===== src/rtl/cpu_ctrl_pkg.sv =====
// ---------------------------------------------------------------------------
// cpu_ctrl_pkg
// Shared definitions for the hardwired ALU control sequencer:
//   - sequencer state encoding
//   - instruction opcodes and the ALU operation codes they map to
//   - instruction field bit positions
//   - fault codes
//   - helpers that classify an opcode and translate it to an ALU code
// ---------------------------------------------------------------------------
package cpu_ctrl_pkg;

    typedef enum logic [2:0] {
        S_IDLE = 3'd0,
        S_T0   = 3'd1,
        S_T1   = 3'd2,
        S_T2   = 3'd3,
        S_T3   = 3'd4,
        S_T4   = 3'd5,
        S_T5   = 3'd6,
        S_HALT = 3'd7
    } state_t;

    // Instruction opcodes (IR[31:27])
    localparam logic [4:0] OP_ADD  = 5'b00011;
    localparam logic [4:0] OP_SUB  = 5'b00100;
    localparam logic [4:0] OP_AND  = 5'b01001;
    localparam logic [4:0] OP_OR   = 5'b01010;
    localparam logic [4:0] OP_SHR  = 5'b00101;
    localparam logic [4:0] OP_SHL  = 5'b00110;
    localparam logic [4:0] HALT_OP = 5'b11011;

    // ALU operation codes driven on ALU_select
    localparam logic [4:0] ALU_ADD = 5'b00000;
    localparam logic [4:0] ALU_SUB = 5'b00001;
    localparam logic [4:0] ALU_AND = 5'b00100;
    localparam logic [4:0] ALU_OR  = 5'b00101;
    localparam logic [4:0] ALU_SHR = 5'b00110;
    localparam logic [4:0] ALU_SHL = 5'b00111;

    // Instruction field positions
    localparam int OP_MSB = 31;
    localparam int OP_LSB = 27;
    localparam int RA_MSB = 26;
    localparam int RA_LSB = 23;
    localparam int RB_MSB = 22;
    localparam int RB_LSB = 19;
    localparam int RC_MSB = 18;
    localparam int RC_LSB = 15;

    // Fault codes
    localparam logic [1:0] FAULT_NONE    = 2'b00;
    localparam logic [1:0] FAULT_ILLEGAL = 2'b01;
    localparam logic [1:0] FAULT_TIMEOUT = 2'b10;

    // True for the three-operand register ALU instructions
    function automatic logic is_alu_op(input logic [4:0] op);
        case (op)
            OP_ADD, OP_SUB, OP_AND, OP_OR, OP_SHR, OP_SHL: return 1'b1;
            default:                                        return 1'b0;
        endcase
    endfunction

    // Opcode to ALU operation code; non-ALU opcodes fall back to ADD,
    // which is harmless because ALU_select is only driven in T4.
    function automatic logic [4:0] alu_code(input logic [4:0] op);
        case (op)
            OP_ADD:  return ALU_ADD;
            OP_SUB:  return ALU_SUB;
            OP_AND:  return ALU_AND;
            OP_OR:   return ALU_OR;
            OP_SHR:  return ALU_SHR;
            OP_SHL:  return ALU_SHL;
            default: return ALU_ADD;
        endcase
    endfunction

endpackage


===== src/rtl/alu_ctrl_sequencer_reg_sel_decode.sv =====
// ---------------------------------------------------------------------------
// reg_sel_decode
// 4-to-16 one-hot register select decoder with enable. Used once for the
// register load enables (Rin) and once for the register drive enables (Rout).
//   i_en      : enable; when low the output is all zeros
//   i_sel     : register number 0..15
//   o_onehot  : one-hot select, bit i_sel set when enabled
// ---------------------------------------------------------------------------
module reg_sel_decode (
    input  logic        i_en,
    input  logic [3:0]  i_sel,
    output logic [15:0] o_onehot
);

    always_comb begin
        o_onehot = 16'h0000;
        if (i_en) begin
            o_onehot[i_sel] = 1'b1;
        end
    end

endmodule


===== src/rtl/alu_ctrl_sequencer.sv =====
// ---------------------------------------------------------------------------
// alu_ctrl_sequencer
// Hardwired control unit for the single-bus datapath. Sequences instruction
// fetch (T0-T2, with a memory-ready wait and timeout in T1) and three-operand
// register ALU execution (T3-T5), generating every datapath strobe.
//
// Ports:
//   Clock       : system clock, rising edge
//   clr         : asynchronous active-low reset
//   run         : start/continue; sampled in IDLE and at the end of T5
//   stop        : request halt once the current instruction completes
//   mem_ready   : memory data valid; MDR captures in that T1 cycle
//   IR          : instruction register contents from the datapath
//   Rin/Rout    : one-hot register load / drive enables R0..R15
//   PCout, Zlowout, MDRout              : bus drive enables
//   PCin, IRin, Yin, Zin, MARin, MDRin  : register load enables
//   IncPC, Read : PC increment select; memory read / MDR source select
//   ALU_select  : ALU operation code (valid in T4)
//   halted      : sequencer is in HALT
//   fault       : 00 none, 01 illegal opcode, 10 memory timeout
//   instr_count : retired instruction count (wraps)
//   dbg_state   : current sequencer state, for observation only
//
// Handshake: mem_ready is a single-sided valid. The sequencer holds Read and
// MDRin high for as long as it sits in T1; the first cycle mem_ready is seen
// high is the cycle the MDR captures, and T2 follows.
// ---------------------------------------------------------------------------
module alu_ctrl_sequencer
    import cpu_ctrl_pkg::*;
#(
    parameter int MEM_TIMEOUT = 16,
    parameter int CNT_W       = 32
) (
    input  logic             Clock,
    input  logic             clr,
    input  logic             run,
    input  logic             stop,
    input  logic             mem_ready,
    input  logic [31:0]      IR,
    output logic [15:0]      Rin,
    output logic [15:0]      Rout,
    output logic             PCout,
    output logic             Zlowout,
    output logic             MDRout,
    output logic             PCin,
    output logic             IRin,
    output logic             Yin,
    output logic             Zin,
    output logic             MARin,
    output logic             MDRin,
    output logic             IncPC,
    output logic             Read,
    output logic [4:0]       ALU_select,
    output logic             halted,
    output logic [1:0]       fault,
    output logic [CNT_W-1:0] instr_count,
    output logic [2:0]       dbg_state
);

    localparam int TO_W = (MEM_TIMEOUT > 1) ? $clog2(MEM_TIMEOUT) : 1;
    localparam logic [TO_W-1:0] TO_LAST = TO_W'(MEM_TIMEOUT - 1);

    state_t            r_state;
    state_t            w_next_state;
    logic [TO_W-1:0]   r_to_cnt;
    logic [1:0]        r_fault;
    logic [CNT_W-1:0]  r_instr_count;
    logic              r_stop_req;

    logic [4:0]        w_op;
    logic [3:0]        w_ra;
    logic [3:0]        w_rb;
    logic [3:0]        w_rc;
    logic              w_is_alu;
    logic              w_timeout;
    logic              w_end_instr;
    logic              w_rin_en;
    logic              w_rout_en;
    logic [3:0]        w_rout_sel;
    logic              w_unused_ir;

    // Instruction field extraction
    assign w_op        = IR[OP_MSB:OP_LSB];
    assign w_ra        = IR[RA_MSB:RA_LSB];
    assign w_rb        = IR[RB_MSB:RB_LSB];
    assign w_rc        = IR[RC_MSB:RC_LSB];
    assign w_is_alu    = is_alu_op(w_op);
    assign w_unused_ir = ^IR[RC_LSB-1:0];

    // Final T1 cycle without data: the fetch is abandoned
    assign w_timeout   = (r_state == S_T1) && !mem_ready && (r_to_cnt == TO_LAST);

    // A stop pulse seen at any point of the instruction is remembered until
    // the T5 decision so a short pulse still ends the run cleanly.
    assign w_end_instr = stop || r_stop_req || !run;

    // ------------------------------------------------------------------
    // State register
    // ------------------------------------------------------------------
    always_ff @(posedge Clock or negedge clr) begin
        if (!clr) begin
            r_state <= S_IDLE;
        end else begin
            r_state <= w_next_state;
        end
    end

    // ------------------------------------------------------------------
    // Next-state logic
    // ------------------------------------------------------------------
    always_comb begin
        w_next_state = r_state;
        case (r_state)
            S_IDLE: if (run) w_next_state = S_T0;
            S_T0:   w_next_state = S_T1;
            S_T1: begin
                if (mem_ready) begin
                    w_next_state = S_T2;
                end else if (w_timeout) begin
                    w_next_state = S_HALT;
                end
            end
            S_T2:   w_next_state = S_T3;
            S_T3:   w_next_state = w_is_alu ? S_T4 : S_HALT;
            S_T4:   w_next_state = S_T5;
            S_T5:   w_next_state = w_end_instr ? S_IDLE : S_T0;
            S_HALT: w_next_state = S_HALT;
            default: w_next_state = S_IDLE;
        endcase
    end

    // ------------------------------------------------------------------
    // Output (strobe) logic: Moore, from state and IR only
    // ------------------------------------------------------------------
    always_comb begin
        PCout      = 1'b0;
        Zlowout    = 1'b0;
        MDRout     = 1'b0;
        PCin       = 1'b0;
        IRin       = 1'b0;
        Yin        = 1'b0;
        Zin        = 1'b0;
        MARin      = 1'b0;
        MDRin      = 1'b0;
        IncPC      = 1'b0;
        Read       = 1'b0;
        ALU_select = 5'b00000;
        w_rin_en   = 1'b0;
        w_rout_en  = 1'b0;
        w_rout_sel = w_rb;
        case (r_state)
            S_T0: begin
                PCout = 1'b1;
                MARin = 1'b1;
                IncPC = 1'b1;
                Zin   = 1'b1;
            end
            S_T1: begin
                // Z still holds PC+1, so reloading PC each wait cycle is idempotent
                Zlowout = 1'b1;
                PCin    = 1'b1;
                Read    = 1'b1;
                MDRin   = 1'b1;
            end
            S_T2: begin
                MDRout = 1'b1;
                IRin   = 1'b1;
            end
            S_T3: begin
                // HALT and undefined opcodes leave T3 with no strobes
                if (w_is_alu) begin
                    w_rout_en  = 1'b1;
                    w_rout_sel = w_rb;
                    Yin        = 1'b1;
                end
            end
            S_T4: begin
                w_rout_en  = 1'b1;
                w_rout_sel = w_rc;
                Zin        = 1'b1;
                ALU_select = alu_code(w_op);
            end
            S_T5: begin
                Zlowout  = 1'b1;
                w_rin_en = 1'b1;
            end
            default: ;
        endcase
    end

    reg_sel_decode u_rin_dec (
        .i_en     (w_rin_en),
        .i_sel    (w_ra),
        .o_onehot (Rin)
    );

    reg_sel_decode u_rout_dec (
        .i_en     (w_rout_en),
        .i_sel    (w_rout_sel),
        .o_onehot (Rout)
    );

    // ------------------------------------------------------------------
    // Memory wait counter: cleared on each fetch, advanced per idle T1 cycle
    // ------------------------------------------------------------------
    always_ff @(posedge Clock or negedge clr) begin
        if (!clr) begin
            r_to_cnt <= '0;
        end else if (r_state == S_T0) begin
            r_to_cnt <= '0;
        end else if ((r_state == S_T1) && !mem_ready && !w_timeout) begin
            r_to_cnt <= r_to_cnt + 1'b1;
        end
    end

    // ------------------------------------------------------------------
    // Fault code: set on entry to HALT, held until clr
    // ------------------------------------------------------------------
    always_ff @(posedge Clock or negedge clr) begin
        if (!clr) begin
            r_fault <= FAULT_NONE;
        end else if (w_timeout) begin
            r_fault <= FAULT_TIMEOUT;
        end else if ((r_state == S_T3) && !w_is_alu && (w_op != HALT_OP)) begin
            r_fault <= FAULT_ILLEGAL;
        end
    end

    // ------------------------------------------------------------------
    // Retired instruction counter and latched stop request
    // ------------------------------------------------------------------
    always_ff @(posedge Clock or negedge clr) begin
        if (!clr) begin
            r_instr_count <= '0;
        end else if (r_state == S_T5) begin
            r_instr_count <= r_instr_count + 1'b1;
        end
    end

    always_ff @(posedge Clock or negedge clr) begin
        if (!clr) begin
            r_stop_req <= 1'b0;
        end else if ((r_state == S_T5) || (r_state == S_IDLE) || (r_state == S_HALT)) begin
            r_stop_req <= 1'b0;
        end else if (stop) begin
            r_stop_req <= 1'b1;
        end
    end

    assign halted      = (r_state == S_HALT);
    assign fault       = r_fault;
    assign instr_count = r_instr_count;
    assign dbg_state   = r_state;

endmodule

===== config.mk =====
export PLATFORM = sky130hd
export DESIGN_NAME = alu_ctrl_sequencer
export DESIGN_NICKNAME = d
export VERILOG_FILES = /design/src/rtl/cpu_ctrl_pkg.sv /design/src/rtl/alu_ctrl_sequencer_reg_sel_decode.sv /design/src/rtl/alu_ctrl_sequencer.sv
export SDC_FILE = /design/constraint.sdc
export NUM_CORES = 1
export LEC_CHECK = 0
export CELL_PAD_IN_SITES_DETAIL_PLACEMENT = 0
export CELL_PAD_IN_SITES_GLOBAL_PLACEMENT = 2
export CORE_MARGIN = 2
export CORE_UTILIZATION = 26
export CTS_CLUSTER_SIZE = 16
export DETAILED_ROUTE_END_ITERATION = 10
export PLACE_DENSITY_LB_ADDON = 0.1
export RECOVER_POWER = 50
export SLEW_MARGIN = 30
export SYNTH_ARGS = -nofsm -noshare
export SYNTH_HDL_FRONTEND = slang
export SYNTH_SLANG_ARGS = --single-unit
export TNS_END_PERCENT = 20

===== constraint.sdc =====
create_clock -name Clock -period 3.9 [get_ports Clock]
set_input_delay 0.585 -clock Clock [delete_from_list [all_inputs] [get_ports Clock]]
set_output_delay 0.585 -clock Clock [all_outputs]
set_load 0.02 [all_outputs]

==> results.md <==
Run status:
- The run finished, with violations left.
- The final reports fail on capacitance limit, slew limit.

Logic synthesis:
- In the post-synthesis netlist, the biggest area contributors are sky130_fd_sc_hd__dfrtp_1, sky130_fd_sc_hd__xor2_1, sky130_fd_sc_hd__xnor2_1.
- By area, the combinational part of the netlist is dominated by simple AND/OR/NAND/NOR gates.
- The synthesized area per cell is 9.636 µm².
- The top cell type's share of synthesized area is 38.82%.
- Summing the areas of all compound-gate instances in the mapped netlist gives 7.301% of the synthesized area.
- The cell area that synthesis handed to floorplanning was roughly 2700 µm².
- The biggest area consumer among synthesized cells is sky130_fd_sc_hd__dfrtp_1.
- The simple-gate area share of the yosys netlist is 32.16%.
- After Yosys synthesis, full adders, half adders and majority gates account for 0.9242% of the synthesized area.
- The cell count after synthesis came out at 281.
- In this run, distinct cell masters in the synthesized netlist total 53.
- The total number of yosys warnings is 0.
- The fraction of synthesized area in multiplexers is 3.466%.
- The synthesized netlist devotes 11.97% of its cell area to XOR and XNOR gates.
- The total of flip-flops plus latches after synthesis is 42.
- The flip-flop cell with the highest count after synthesis is sky130_fd_sc_hd__dfrtp_1.
- Of all flip-flops after synthesis, the portion carrying an async set or reset was 100.0%.
- Of the synthesized area, sequential elements account for around 39%.
- The number of enable flip-flop cells after synthesis is 0.

Power and ir drop:
- Dividing total power by cell area gives a power density of 206.8 nW/µm².
- The reported leakage power is 1.605 nW.
- The largest voltage drop on the vdd net is 117.8 µV.
- The relative contribution of combinational cells to total power is around 8.6%.
- Internal power comes to 0.5938 mW.
- The net switching power is 0.2012 mW.
- The sum of internal, switching and leakage power is around 0.8 mW.
- The fraction of power consumed by sequential logic is ~55%.
- The switching power as a share of total power is approximately 25%.
- The clock network accounts for a little over a third of the total power.

Setup path:
- The critical path in this run is classified as in2out.
- The largest driver fanout on the critical path is 8.
- The worst setup slack for register-to-register paths is between 1.5 and 2 ns.
- The worst reg-to-reg path cell count is 4.
- For the worst setup path, the data required time is 3.31 ns.
- The data arrival time of the critical path is roughly 2.8 ns.
- STA classifies the critical path startpoint as an input pin.
- STA classifies the critical path endpoint as an output pin.

Placed design:
- The congestion estimate from routability-driven global placement came to 0.7116.
- The count of input and output buffers is 105.
- The half-perimeter wire length after detailed placement is 5471 µm.

GRT:
- The pin count of the biggest net entering global routing is 43.
- The first-pass GRT wire length is between 10000 and 15000 µm.
- The number of global-route vias before repair is around 2400.
- The initial antenna violation count was 0.
- Global routing finished with a remaining overflow of 0.
- The overall global routing resource usage is 13.41%.

Drt:
- The routed wire length per instance is 14.15 µm.
- The residual antenna-violating net count after detailed routing is 0.
- After detailed routing, the number of remaining DRC violations is 0.
- The first-pass detailed-route iteration total is 4.
- For this block, the via count after detailed routing is 2329.
- The via density per instance is 4.514.
- The detailed-route wire length is between 7000 and 8000 µm.
- In this run, the number of DRC markers left after iteration 0 of detailed routing was 55.

Floorplan:
- The floorplan has 37 rows.
- In this run the horizontal extent of the chip is 106.1 µm.
- The total I/O pin count is roughly 120.
- The starting utilization of the core area is a little over a quarter.
- The area of the core is 10230 µm².
- The total die area is about 11000 µm².
- The vertical die dimension is approximately 110 µm.

Clock tree:
- The clock slew at the register clock pins of the worst setup and hold paths is 0.08 ns.
- The TritonCTS buffer count is 5.
- The post-cts resize count is 0.
- The number of hold buffers added after CTS was 0.
- The clock sink count is 42.
- The maximum count of clock buffers along a single path is 2.
- The buffer cell driving the clock tree root is sky130_fd_sc_hd__clkbuf_8.
- The H-tree level count is 2.
- TritonCTS built the clock tree.
- Clock latency on the worst-skew pair, taken at its later pin, is 0.30 ns.
- The number of post-CTS setup repair buffers is 0.

Final layout:
- For this run, the post-layout net count is about 420.
- The area growth from synthesis to layout is 41.96%.
- 0 antenna diodes ended up in the layout.
- In the layout the commonest cells are sky130_fd_sc_hd__clkdlybuf4s50_1, sky130_fd_sc_hd__dfrtp_1, sky130_fd_sc_hd__nor2_1, sky130_fd_sc_hd__nand2_1.
- Cells with a size suffix above 1 make up under 10% of the layout.
- The most common library cell in the layout ignoring fill and taps is sky130_fd_sc_hd__clkdlybuf4s50_1.

Timing:
- The worst pin sits at a relative slew slack of -54.18%.
- The share of the cycle needed by the critical path after routing is 87.57%.
- The count of final max-slew check failures was 43.
- The sum of negative setup slack is 0 ns.
- Setup repair after global routing left no endpoint under its margin.
- The worst clock skew is 0.01778 ns.
- The worst path needs about 3.4 ns of the cycle, external delays included.
- The final worst hold slack is 0.4655 ns.
- Setup violations remaining at the end of the flow were counted as 0.
- The slew at the pin closest to its max-slew limit is 2.313 ns.
- The highest clock frequency the design can meet is a little under 300 MHz.
- The count of endpoints failing hold in the final timing report is 0.

Hold path:
- The class of the most critical hold timing path is reg2reg.
- The hold path depth is 1.

Run:
- The number of violations of the max-capacitance limit is 1.
synth_stat cells, types with 2 or more instances:
cell type                   n
sky130_fd_sc_hd__a211o_1    2
sky130_fd_sc_hd__nor4_2     8
sky130_fd_sc_hd__and2_1     4
sky130_fd_sc_hd__buf_2      5
sky130_fd_sc_hd__dfrtp_1   42
sky130_fd_sc_hd__a21oi_2    2
sky130_fd_sc_hd__nor3_2     6
sky130_fd_sc_hd__a211oi_1   2
sky130_fd_sc_hd__xor2_1    19
sky130_fd_sc_hd__buf_4      9
sky130_fd_sc_hd__ha_1       2
sky130_fd_sc_hd__a21o_1     2
sky130_fd_sc_hd__or3b_1     2
sky130_fd_sc_hd__nand3_1   12
sky130_fd_sc_hd__nand4_4    2
sky130_fd_sc_hd__nand3b_1   3
sky130_fd_sc_hd__inv_1      7
sky130_fd_sc_hd__nand4_1    6
sky130_fd_sc_hd__xnor2_1   18
sky130_fd_sc_hd__nor2_1    26
sky130_fd_sc_hd__nand2b_1   7
sky130_fd_sc_hd__a21oi_1   19
sky130_fd_sc_hd__nor2b_1    2
sky130_fd_sc_hd__and4_1     3
sky130_fd_sc_hd__mux2i_1    6
sky130_fd_sc_hd__nor3_1     6
sky130_fd_sc_hd__and3_1     9
sky130_fd_sc_hd__clkbuf_1   2
sky130_fd_sc_hd__nand2_1   21
sky130_fd_sc_hd__mux2_2     3
sky130_fd_sc_hd__nand3_2    2
path summary, 6_finish.rpt:
kind                                 start              end
max                                 IR[30]          Rout[2]
min                        instr_count[31]  instr_count[31]
max reg2reg                   dbg_state[1]  instr_count[30]
min reg2reg                instr_count[31]  instr_count[31]
max in group asynchronous              clr     dbg_state[1]
min in group asynchronous              clr   instr_count[9]
registers in the layout, summed over array words and instances (netlist names):
signal and cells:
r_to_cnt 4, r_stop_req 1, dbg_state 3, fault 2, instr_count 32
power groups by stage:
stage | logic (mW) | clock network [mW] | registers [mW]
5_1_grt | 0.0763 | 0.328 | 0.438
6_report | 0.0685 | 0.289 | 0.438
3_5_place_dp | 0.0708 | 0 | 0.446
4_1_cts | 0.0712 | 0.307 | 0.438
3_3_place_gp | 0.0707 | 0 | 0.446
2_1_floorplan | 0.0252 | 0 | 0.449
per-stage QoR:
stage                     util (%)  setup WS [ns]  std cells  instance area, µm²
after detailed placement     37.47         0.4859        508                3834
after global routing         37.57         0.2870        516                3844
after floorplan                  -          1.453        282                2711
final                        37.57         0.4848        516                3844
after CTS                    38.33         0.4780        516                3921
after global placement       37.45         0.4757        508                3831
metal layers:
| metal | vias to the layer above | global-route usage [%] | routed length, µm |
|---|---|---|---|
| li1 | 1168 | - | - |
| met1 | 1098 | 17.47 | 3396 |
| met2 | 58 | 22.63 | 3515 |
| met4 | 0 | 2.538 | 41 |
| met3 | 5 | 3.433 | 348 |
| met5 | - | 0 | 0 |
critical path: stages:
cell and delay, ns:
sky130_fd_sc_hd__clkdlybuf4s50_1 0.57, sky130_fd_sc_hd__a21o_1 0.25, sky130_fd_sc_hd__a21oi_2 0.33, sky130_fd_sc_hd__nand3_2 0.25, sky130_fd_sc_hd__a21oi_1 0.21, sky130_fd_sc_hd__clkdlybuf4s50_1 0.63
cell type report:
class,count,area (µm²)
fillers,1036,6387
multi-input cells,215,1445
repair buffers,107,1060
flip-flops and latches,42,1051
well taps,136,170.2
clock buffers,5,68.82
inverters,8,30.03
clock inverters,3,18.77
cell families (layout without fill, tap and decap cells):
logic type                 count (synthesis)  count (layout)
muxes                                      9               9
xor gates and xnor gates                  37              37
and+or+nand+nor                          133             133
DFF                                       42              42
buffers and inverters                     25             123
AOI/OAI and AO/OA                         32              32
adders and majority gates                  2               2
other                                      1               2
Note: power is estimated with default switching activity, not from simulation.
